`config.mk`:
```
export PLATFORM = sky130hd
export DESIGN_NAME = cpu_control_sequencer_flat
export DESIGN_NICKNAME = d
export VERILOG_FILES = /design/src/rtl/cpu_control_sequencer_if.sv /design/src/rtl/cpu_control_sequencer.sv /design/src/flat_wrapper.sv
export SDC_FILE = /design/constraint.sdc
export NUM_CORES = 1
export LEC_CHECK = 0
export BUFFER_PORTS_ARGS = -buffer_cell sky130_fd_sc_hd__clkbuf_2
export CORE_MARGIN = 1.5
export CORE_UTILIZATION = 45
export CTS_BUF_LIST = sky130_fd_sc_hd__clkbuf_16
export DETAILED_ROUTE_END_ITERATION = 6
export PLACE_DENSITY_LB_ADDON = 0.1
export SKIP_CTS_REPAIR_TIMING = 1
export SLEW_MARGIN = 20
export SYNTH_ARGS = -nofsm -noshare
export SYNTH_HDL_FRONTEND = slang
export SYNTH_SLANG_ARGS = --single-unit
```
`constraint.sdc`:
```
create_clock -name clk -period 2.5 [get_ports clk]
set_input_delay 0.25 -clock clk [delete_from_list [all_inputs] [get_ports clk]]
set_output_delay 0.25 -clock clk [all_outputs]
set_load 0.05 [all_outputs]
```
`src/rtl/cpu_control_sequencer_if.sv`:
```
// Control bundle between the sequencer and the 8-bit CPU datapath:
// status inputs (run, ir, flags) and every register/RAM/ALU control line.
interface cpu_control_sequencer_if;
    logic       run;
    logic [7:0] ir;
    logic [3:0] flags;
    logic [5:0] step;
    logic       halted;
    logic       iir, iiar, oiar, iacc, oacc, iflags, itemp, o_1;
    logic [3:0] or_en;
    logic [3:0] ir_en;
    logic       idisp_reg, ozero_reg;
    logic       imar, oram, iram;
    logic [2:0] alu_op;
    logic       clf;

    modport master (
        output run, ir, flags,
        input  step, halted, iir, iiar, oiar, iacc, oacc, iflags, itemp, o_1,
        input  or_en, ir_en, idisp_reg, ozero_reg, imar, oram, iram, alu_op, clf
    );

    modport slave (
        input  run, ir, flags,
        output step, halted, iir, iiar, oiar, iacc, oacc, iflags, itemp, o_1,
        output or_en, ir_en, idisp_reg, ozero_reg, imar, oram, iram, alu_op, clf
    );
endinterface

```
`src/rtl/cpu_control_sequencer.sv`:
```
// Six-step stepper and instruction decoder: steps 1-3 fetch, steps 4-6 execute IR.
// Control outputs are combinational decodes of (step, ir, flags), gated by reset/run/halted.
module cpu_control_sequencer #(
    parameter logic [7:0] HALT_OPCODE = 8'h7F
) (
    input logic                    clk,
    input logic                    reset,
    cpu_control_sequencer_if.slave bus
);
    typedef enum logic [5:0] {
        S1 = 6'b000001,
        S2 = 6'b000010,
        S3 = 6'b000100,
        S4 = 6'b001000,
        S5 = 6'b010000,
        S6 = 6'b100000
    } step_t;

    step_t r_step;
    logic  r_halted;

    logic       w_active, w_is_halt;
    logic [1:0] w_a, w_b;
    logic       w_iir, w_iiar, w_oiar, w_iacc, w_oacc, w_iflags, w_itemp, w_o_1;
    logic [3:0] w_or_en, w_ir_en;
    logic       w_idisp, w_imar, w_oram, w_iram, w_clf;
    logic [2:0] w_alu_op;

    assign w_a       = bus.ir[3:2];
    assign w_b       = bus.ir[1:0];
    assign w_is_halt = (bus.ir == HALT_OPCODE);
    assign w_active  = !reset && bus.run && !r_halted;

    always_ff @(posedge clk or posedge reset) begin
        if (reset) begin
            r_step   <= S1;
            r_halted <= 1'b0;
        end else if (bus.run && !r_halted) begin
            if (r_step == S4 && w_is_halt) begin
                r_halted <= 1'b1;
            end else begin
                unique case (r_step)
                    S1:      r_step <= S2;
                    S2:      r_step <= S3;
                    S3:      r_step <= S4;
                    S4:      r_step <= S5;
                    S5:      r_step <= S6;
                    S6:      r_step <= S1;
                    default: r_step <= S1;
                endcase
            end
        end
    end

    always_comb begin
        w_iir    = 1'b0; w_iiar  = 1'b0; w_oiar   = 1'b0; w_iacc  = 1'b0;
        w_oacc   = 1'b0; w_iflags = 1'b0; w_itemp = 1'b0; w_o_1   = 1'b0;
        w_or_en  = '0;   w_ir_en = '0;   w_idisp  = 1'b0; w_imar  = 1'b0;
        w_oram   = 1'b0; w_iram  = 1'b0; w_clf    = 1'b0; w_alu_op = 3'b000;
        if (w_active) begin
            if (r_step == S1) begin
                w_o_1 = 1'b1; w_oiar = 1'b1; w_imar = 1'b1; w_iacc = 1'b1;
            end else if (r_step == S2) begin
                w_oram = 1'b1; w_iir = 1'b1;
            end else if (r_step == S3) begin
                w_oacc = 1'b1; w_iiar = 1'b1;
            end else if (bus.ir[7]) begin
                // ALU: TEMP <- Rb, ACC <- Ra op TEMP, Rb <- ACC (CMP only updates flags)
                if (r_step == S4) begin
                    w_or_en[w_b] = 1'b1; w_itemp = 1'b1;
                end else if (r_step == S5) begin
                    w_or_en[w_a] = 1'b1; w_alu_op = bus.ir[6:4];
                    w_iacc = 1'b1; w_iflags = 1'b1;
                end else if (bus.ir[6:4] != 3'b111) begin
                    w_oacc = 1'b1; w_ir_en[w_b] = 1'b1;
                end
            end else if (!w_is_halt) begin
                unique case (bus.ir[6:4])
                    3'b000, 3'b001: begin
                        if (r_step == S4) begin
                            w_or_en[w_a] = 1'b1; w_imar = 1'b1;
                        end else if (r_step == S5 && !bus.ir[4]) begin
                            w_oram = 1'b1; w_ir_en[w_b] = 1'b1;
                        end else if (r_step == S5) begin
                            w_or_en[w_b] = 1'b1; w_iram = 1'b1;
                        end
                    end
                    3'b010: if (w_a == 2'b00) begin
                        if (r_step == S4) begin
                            w_o_1 = 1'b1; w_oiar = 1'b1; w_imar = 1'b1; w_iacc = 1'b1;
                        end else if (r_step == S5) begin
                            w_oram = 1'b1; w_ir_en[w_b] = 1'b1;
                        end else begin
                            w_oacc = 1'b1; w_iiar = 1'b1;
                        end
                    end
                    3'b011: if (w_a == 2'b00 && r_step == S4) begin
                        w_or_en[w_b] = 1'b1; w_iiar = 1'b1;
                    end
                    3'b100: if (bus.ir[3:0] == 4'h0) begin
                        if (r_step == S4) begin
                            w_oiar = 1'b1; w_imar = 1'b1;
                        end else if (r_step == S5) begin
                            w_oram = 1'b1; w_iiar = 1'b1;
                        end
                    end
                    3'b101: begin
                        // IAR+1 is parked in IAR at s5 so a not-taken branch skips the target byte
                        if (r_step == S4) begin
                            w_o_1 = 1'b1; w_oiar = 1'b1; w_imar = 1'b1; w_iacc = 1'b1;
                        end else if (r_step == S5) begin
                            w_oacc = 1'b1; w_iiar = 1'b1;
                        end else if ((bus.ir[3:0] & bus.flags) != 4'h0) begin
                            w_oram = 1'b1; w_iiar = 1'b1;
                        end
                    end
                    3'b110: if (bus.ir[3:0] == 4'h0 && r_step == S4) w_clf = 1'b1;
                    3'b111: if (w_a == 2'b00 && r_step == S4) begin
                        w_or_en[w_b] = 1'b1; w_idisp = 1'b1;
                    end
                    default: ;
                endcase
            end
        end
    end

    assign bus.step      = r_step;
    assign bus.halted    = r_halted;
    assign bus.iir       = w_iir;
    assign bus.iiar      = w_iiar;
    assign bus.oiar      = w_oiar;
    assign bus.iacc      = w_iacc;
    assign bus.oacc      = w_oacc;
    assign bus.iflags    = w_iflags;
    assign bus.itemp     = w_itemp;
    assign bus.o_1       = w_o_1;
    assign bus.or_en     = w_or_en;
    assign bus.ir_en     = w_ir_en;
    assign bus.idisp_reg = w_idisp;
    assign bus.ozero_reg = w_active && !((|w_or_en) || w_oiar || w_oacc || w_oram);
    assign bus.imar      = w_imar;
    assign bus.oram      = w_oram;
    assign bus.iram      = w_iram;
    assign bus.alu_op    = w_alu_op;
    assign bus.clf       = w_clf;
endmodule

```
`src/flat_wrapper.sv`:
```
// flat-port wrapper written by rule: the top's interface ports become plain ports
module cpu_control_sequencer_flat 
#(
    parameter logic [7:0] HALT_OPCODE = 8'h7F
)
  (clk, reset, bus_run, bus_ir, bus_flags, bus_step, bus_halted, bus_iir, bus_iiar, bus_oiar, bus_iacc, bus_oacc, bus_iflags, bus_itemp, bus_o_1, bus_or_en, bus_ir_en, bus_idisp_reg, bus_ozero_reg, bus_imar, bus_oram, bus_iram, bus_alu_op, bus_clf);
  cpu_control_sequencer_if bus_i ();
  input logic clk;
  input logic reset;
  input wire logic [$bits(bus_i.run)-1:0] bus_run;
  input wire logic [$bits(bus_i.ir)-1:0] bus_ir;
  input wire logic [$bits(bus_i.flags)-1:0] bus_flags;
  output wire logic [$bits(bus_i.step)-1:0] bus_step;
  output wire logic [$bits(bus_i.halted)-1:0] bus_halted;
  output wire logic [$bits(bus_i.iir)-1:0] bus_iir;
  output wire logic [$bits(bus_i.iiar)-1:0] bus_iiar;
  output wire logic [$bits(bus_i.oiar)-1:0] bus_oiar;
  output wire logic [$bits(bus_i.iacc)-1:0] bus_iacc;
  output wire logic [$bits(bus_i.oacc)-1:0] bus_oacc;
  output wire logic [$bits(bus_i.iflags)-1:0] bus_iflags;
  output wire logic [$bits(bus_i.itemp)-1:0] bus_itemp;
  output wire logic [$bits(bus_i.o_1)-1:0] bus_o_1;
  output wire logic [$bits(bus_i.or_en)-1:0] bus_or_en;
  output wire logic [$bits(bus_i.ir_en)-1:0] bus_ir_en;
  output wire logic [$bits(bus_i.idisp_reg)-1:0] bus_idisp_reg;
  output wire logic [$bits(bus_i.ozero_reg)-1:0] bus_ozero_reg;
  output wire logic [$bits(bus_i.imar)-1:0] bus_imar;
  output wire logic [$bits(bus_i.oram)-1:0] bus_oram;
  output wire logic [$bits(bus_i.iram)-1:0] bus_iram;
  output wire logic [$bits(bus_i.alu_op)-1:0] bus_alu_op;
  output wire logic [$bits(bus_i.clf)-1:0] bus_clf;
  assign bus_i.run = bus_run;
  assign bus_i.ir = bus_ir;
  assign bus_i.flags = bus_flags;
  assign bus_step = bus_i.step;
  assign bus_halted = bus_i.halted;
  assign bus_iir = bus_i.iir;
  assign bus_iiar = bus_i.iiar;
  assign bus_oiar = bus_i.oiar;
  assign bus_iacc = bus_i.iacc;
  assign bus_oacc = bus_i.oacc;
  assign bus_iflags = bus_i.iflags;
  assign bus_itemp = bus_i.itemp;
  assign bus_o_1 = bus_i.o_1;
  assign bus_or_en = bus_i.or_en;
  assign bus_ir_en = bus_i.ir_en;
  assign bus_idisp_reg = bus_i.idisp_reg;
  assign bus_ozero_reg = bus_i.ozero_reg;
  assign bus_imar = bus_i.imar;
  assign bus_oram = bus_i.oram;
  assign bus_iram = bus_i.iram;
  assign bus_alu_op = bus_i.alu_op;
  assign bus_clf = bus_i.clf;
  cpu_control_sequencer #(.HALT_OPCODE(HALT_OPCODE)) u_core (.clk(clk), .reset(reset), .bus(bus_i));
endmodule
```
==> out/metrics.csv <==
stage,metric,value,unit
floorplanning,die_y,56.9,microns
yosys,netlist.area_leader.share,11.5,%
place,area_post_placement,1890,sq um
place,dpl.cell_count,283,
global_routing,globalRoute.totalOverflow,0,
place,finalWeightedCongestion,1.02,
yosys,ys_seq_elements,7,
detailed_routing,route.detailed.vias_per_inst,6.74,
global_routing,grt_max_degree,14,
clocking,cts-root-to-sink-buffers,2,
yosys,synthesized_instance_count,186,
power,max-vdd-ir-drop,0.00111,V
setup_path,timing.reg2reg.setup_slack,0.24,ns
floorplanning,num_io_pins,47,
sta,fin_skew,0.00320,ns
detailed_routing,postRouteAntennaNets,0,
sta,layout_min_cycle_time,2.66,ns
sta,finalWorstSetupSlack,-0.157,ns
yosys,yosys.cell_types.count,61,
final_layout,multi_input_area,1340,sq um
setup_path,crit_path_cell_trace,"buf_4, nor4_4, buf_6, buf_4, nand2_2, or3_4, a311oi_4, nor4_4, buf_6",
setup_path,timing.critical_path.arrival,2.41,ns
yosys,synth_async_sr_flop_share,100,%
final_layout,nets_final,285,
run_status,outcome,"finished, violations left",
yosys,netlist_area,1310,sq um
power,power.total,1650,uW
sta,fmax,376,MHz
final_layout,nFillCells,156,
clocking,clk_pin_slew,0.04,ns
power,static-leakage-power,0.000969,uW
sta,final_min_period_over_clock_period,106,%
floorplanning,dieArea,3240,sq um
sta,timing_worst_slew_pin_value,0.473,ns
hold_path,timing.hold.worst.class,in -> reg,
sta,setup_violations,4,
floorplanning,floorplan.initialDensity,47.4,%
yosys,synth_area_per_cell,7.03,sq um
place,buffer_ports.inserted,46,
sta,slew_viol_final,0,
yosys,dominantRegCellSynth,dfrtp_1,
sta,timing_hold_violations_final,0,
setup_path,crit_path_max_fanout,7,
sta,worst_hold_slack,0.264,ns
setup_path,critical_path_s_largest_stage_delay,0.41,ns
floorplanning,rows,19,
final_layout,layout-drive-gt1-share,57.2,%
yosys,count_of_warnings_emitted_by_yosys,0,
global_routing,gr-usage-all-layers,33.0,%
floorplanning,floorplan.core_area,2760,sq um
yosys,yosysSeqAreaShare,13.5,%
final_layout,final_cell_count_without_fillers,300,
final_layout,layout.cells.most_common_list,"42 x buf_4, 28 x clkbuf_2, 13 x nand2_1, 13 x nor2_1, 10 x o21ai_0",
clocking,cts_made_buffers,3,
final_layout,synthToLayoutAreaGrowth,77.8,%
sta,grt_setup_unrepaired,true,
yosys,yosys.area.top_type,dfrtp_1,
yosys,number_of_enable_flip_flop_cells_after_synthesis,0,
floorplanning,die_w,56.9,microns
setup_path,worstSetupPathType,reg -> out,
place,preCtsSetupSlack,-0.0389,ns
place,dp_hpwl,4080,microns
detailed_routing,dr.pass1.iters,5,
run_status,failed_checks,setup timing,
final_layout,antenna-diode-count,0,
detailed_routing,wl_per_cell,20.3,microns
final_layout,sequential_cell_area,184,sq um
detailed_routing,remaining_drc_errors,0,
yosys,syn_nets,201,
clocking,htree_levels,1,
clocking,cts.sinks,7,
final_layout,final_cell_area,2320,sq um
global_routing,grt_first_pass_wirelength,8450,microns
detailed_routing,finalWirelength,6090,microns
detailed_routing,routed-via-count,2022,
clocking,clk-insertion-delay-late,0.23,ns
global_routing,antenna_found_initial,0,
setup_path,cp-end-kind,output pin,
power,power.density,709,nW/um^2
global_routing,grt_pass1_vias,1718,
clocking,clock-root-buffer,clkbuf_16,
final_layout,final_common_cell,buf_4,
yosys,synth_area_leaders,"dfrtp_1 11%, nor3_1 5.7%, nor2_1 4.6%, nand2_1 4.3%, o21ai_0 4.2%",
job,number_of_maximum_capacitance_constraint_violations,0,
setup_path,worst_path_max_delay_cell,dfrtp_2,
detailed_routing,dr.first_iter.drc_count,143,
setup_path,worst-endpoint-required,2.25,ns
clocking,tritoncts,yes,
sta,relSlewSlack,68.2,%
setup_path,worstSetupStartpointType,register,
## synthesized netlist by cell type, types with 4 or more instances
library cell / count
or2_2: 5
nor4_1: 7
o211ai_1: 6
nor2_1: 16
nand2_1: 15
o21ai_0: 11
nand2b_1: 5
nand3b_1: 4
dfrtp_1: 6
a21oi_1: 9
nor2b_1: 7
clkbuf_1: 7
nor3_1: 15
## cell families (layout without fill, tap and decap cells)
family / count (synthesis) / in the layout / synth area share [%]
AND/OR/NAND/NOR: 102 / 103 / 45.6
AO/OA/AOI/OAI: 57 / 57 / 31.7
buffers and inverters: 17 / 99 / 7.18
flip-flops: 7 / 7 / 13.5
XOR/XNOR: 2 / 2 / 1.34
multiplexers: 1 / 1 / 0.766
## critical path, delay by kind of cell (launching register included)
family                 cells  cell delay, ns
buffers and inverters      4            0.64
AO/OA/AOI/OAI              1            0.35
AND/OR/NAND/NOR            4            0.78
flip-flops                 1            0.41
## stage by stage
step	util, %	setup TNS (ns)
3_3_place_gp	68.6	-0.0270
3_5_place_dp	68.6	-0.0389
5_1_grt	84.3	-0.955
4_1_cts	71.5	-2.17
2_1_floorplan	-	-1.22
6_report	84.3	-0.548
## cell type report
type	instances	share of cell area, %
repair buffers	91	28.8
well taps	31	1.67
inverters	4	0.646
clock buffers	3	3.23
flip-flops and latches	7	7.91
multi-input cells	163	57.6
clock inverters	1	0.161
## where the power goes
group / internal, uW / leakage [uW] / switching, uW / total (uW)
Clock: 208 / 0.0000423 / 63.6 / 272
Sequential: 147 / 0.0000822 / 30.2 / 178
Combinational: 465 / 0.000845 / 735 / 1200
Total: 821 / 0.000969 / 828 / 1650
## path summary, 6_finish.rpt
| check | depth (start not counted) | end | start |
|---|---|---|---|
| max reg2reg | 9 | u_core.bus.step[0]$_DFFE_PP1P_ | u_core.bus.step[5]$_DFFE_PP0P_ |
| max | 9 | bus_ozero_reg | u_core.bus.step[5]$_DFFE_PP0P_ |
| min in group asynchronous | 3 | u_core.bus.step[3]$_DFFE_PP0P_ | reset |
| max in group asynchronous | 3 | u_core.bus.step[0]$_DFFE_PP1P_ | reset |
| min reg2reg | 1 | u_core.bus.halted$_DFFE_PP0P_ | u_core.bus.halted$_DFFE_PP0P_ |
| min | 2 | u_core.bus.halted$_DFFE_PP0P_ | bus_run |
## layer usage
layer,track usage [%],vias to the layer above,wire [microns]
met5,0,-,0
met2,54.5,154,2890
met3,6.68,39,679
li1,-,884,-
met1,45.4,945,2280
met4,4.98,0,242
## registers in the layout, summed over array words and instances (netlist names)
signal             cells
u_core.bus.halted      1
u_core.bus.step        6
(Power assumes the default switching activity.)
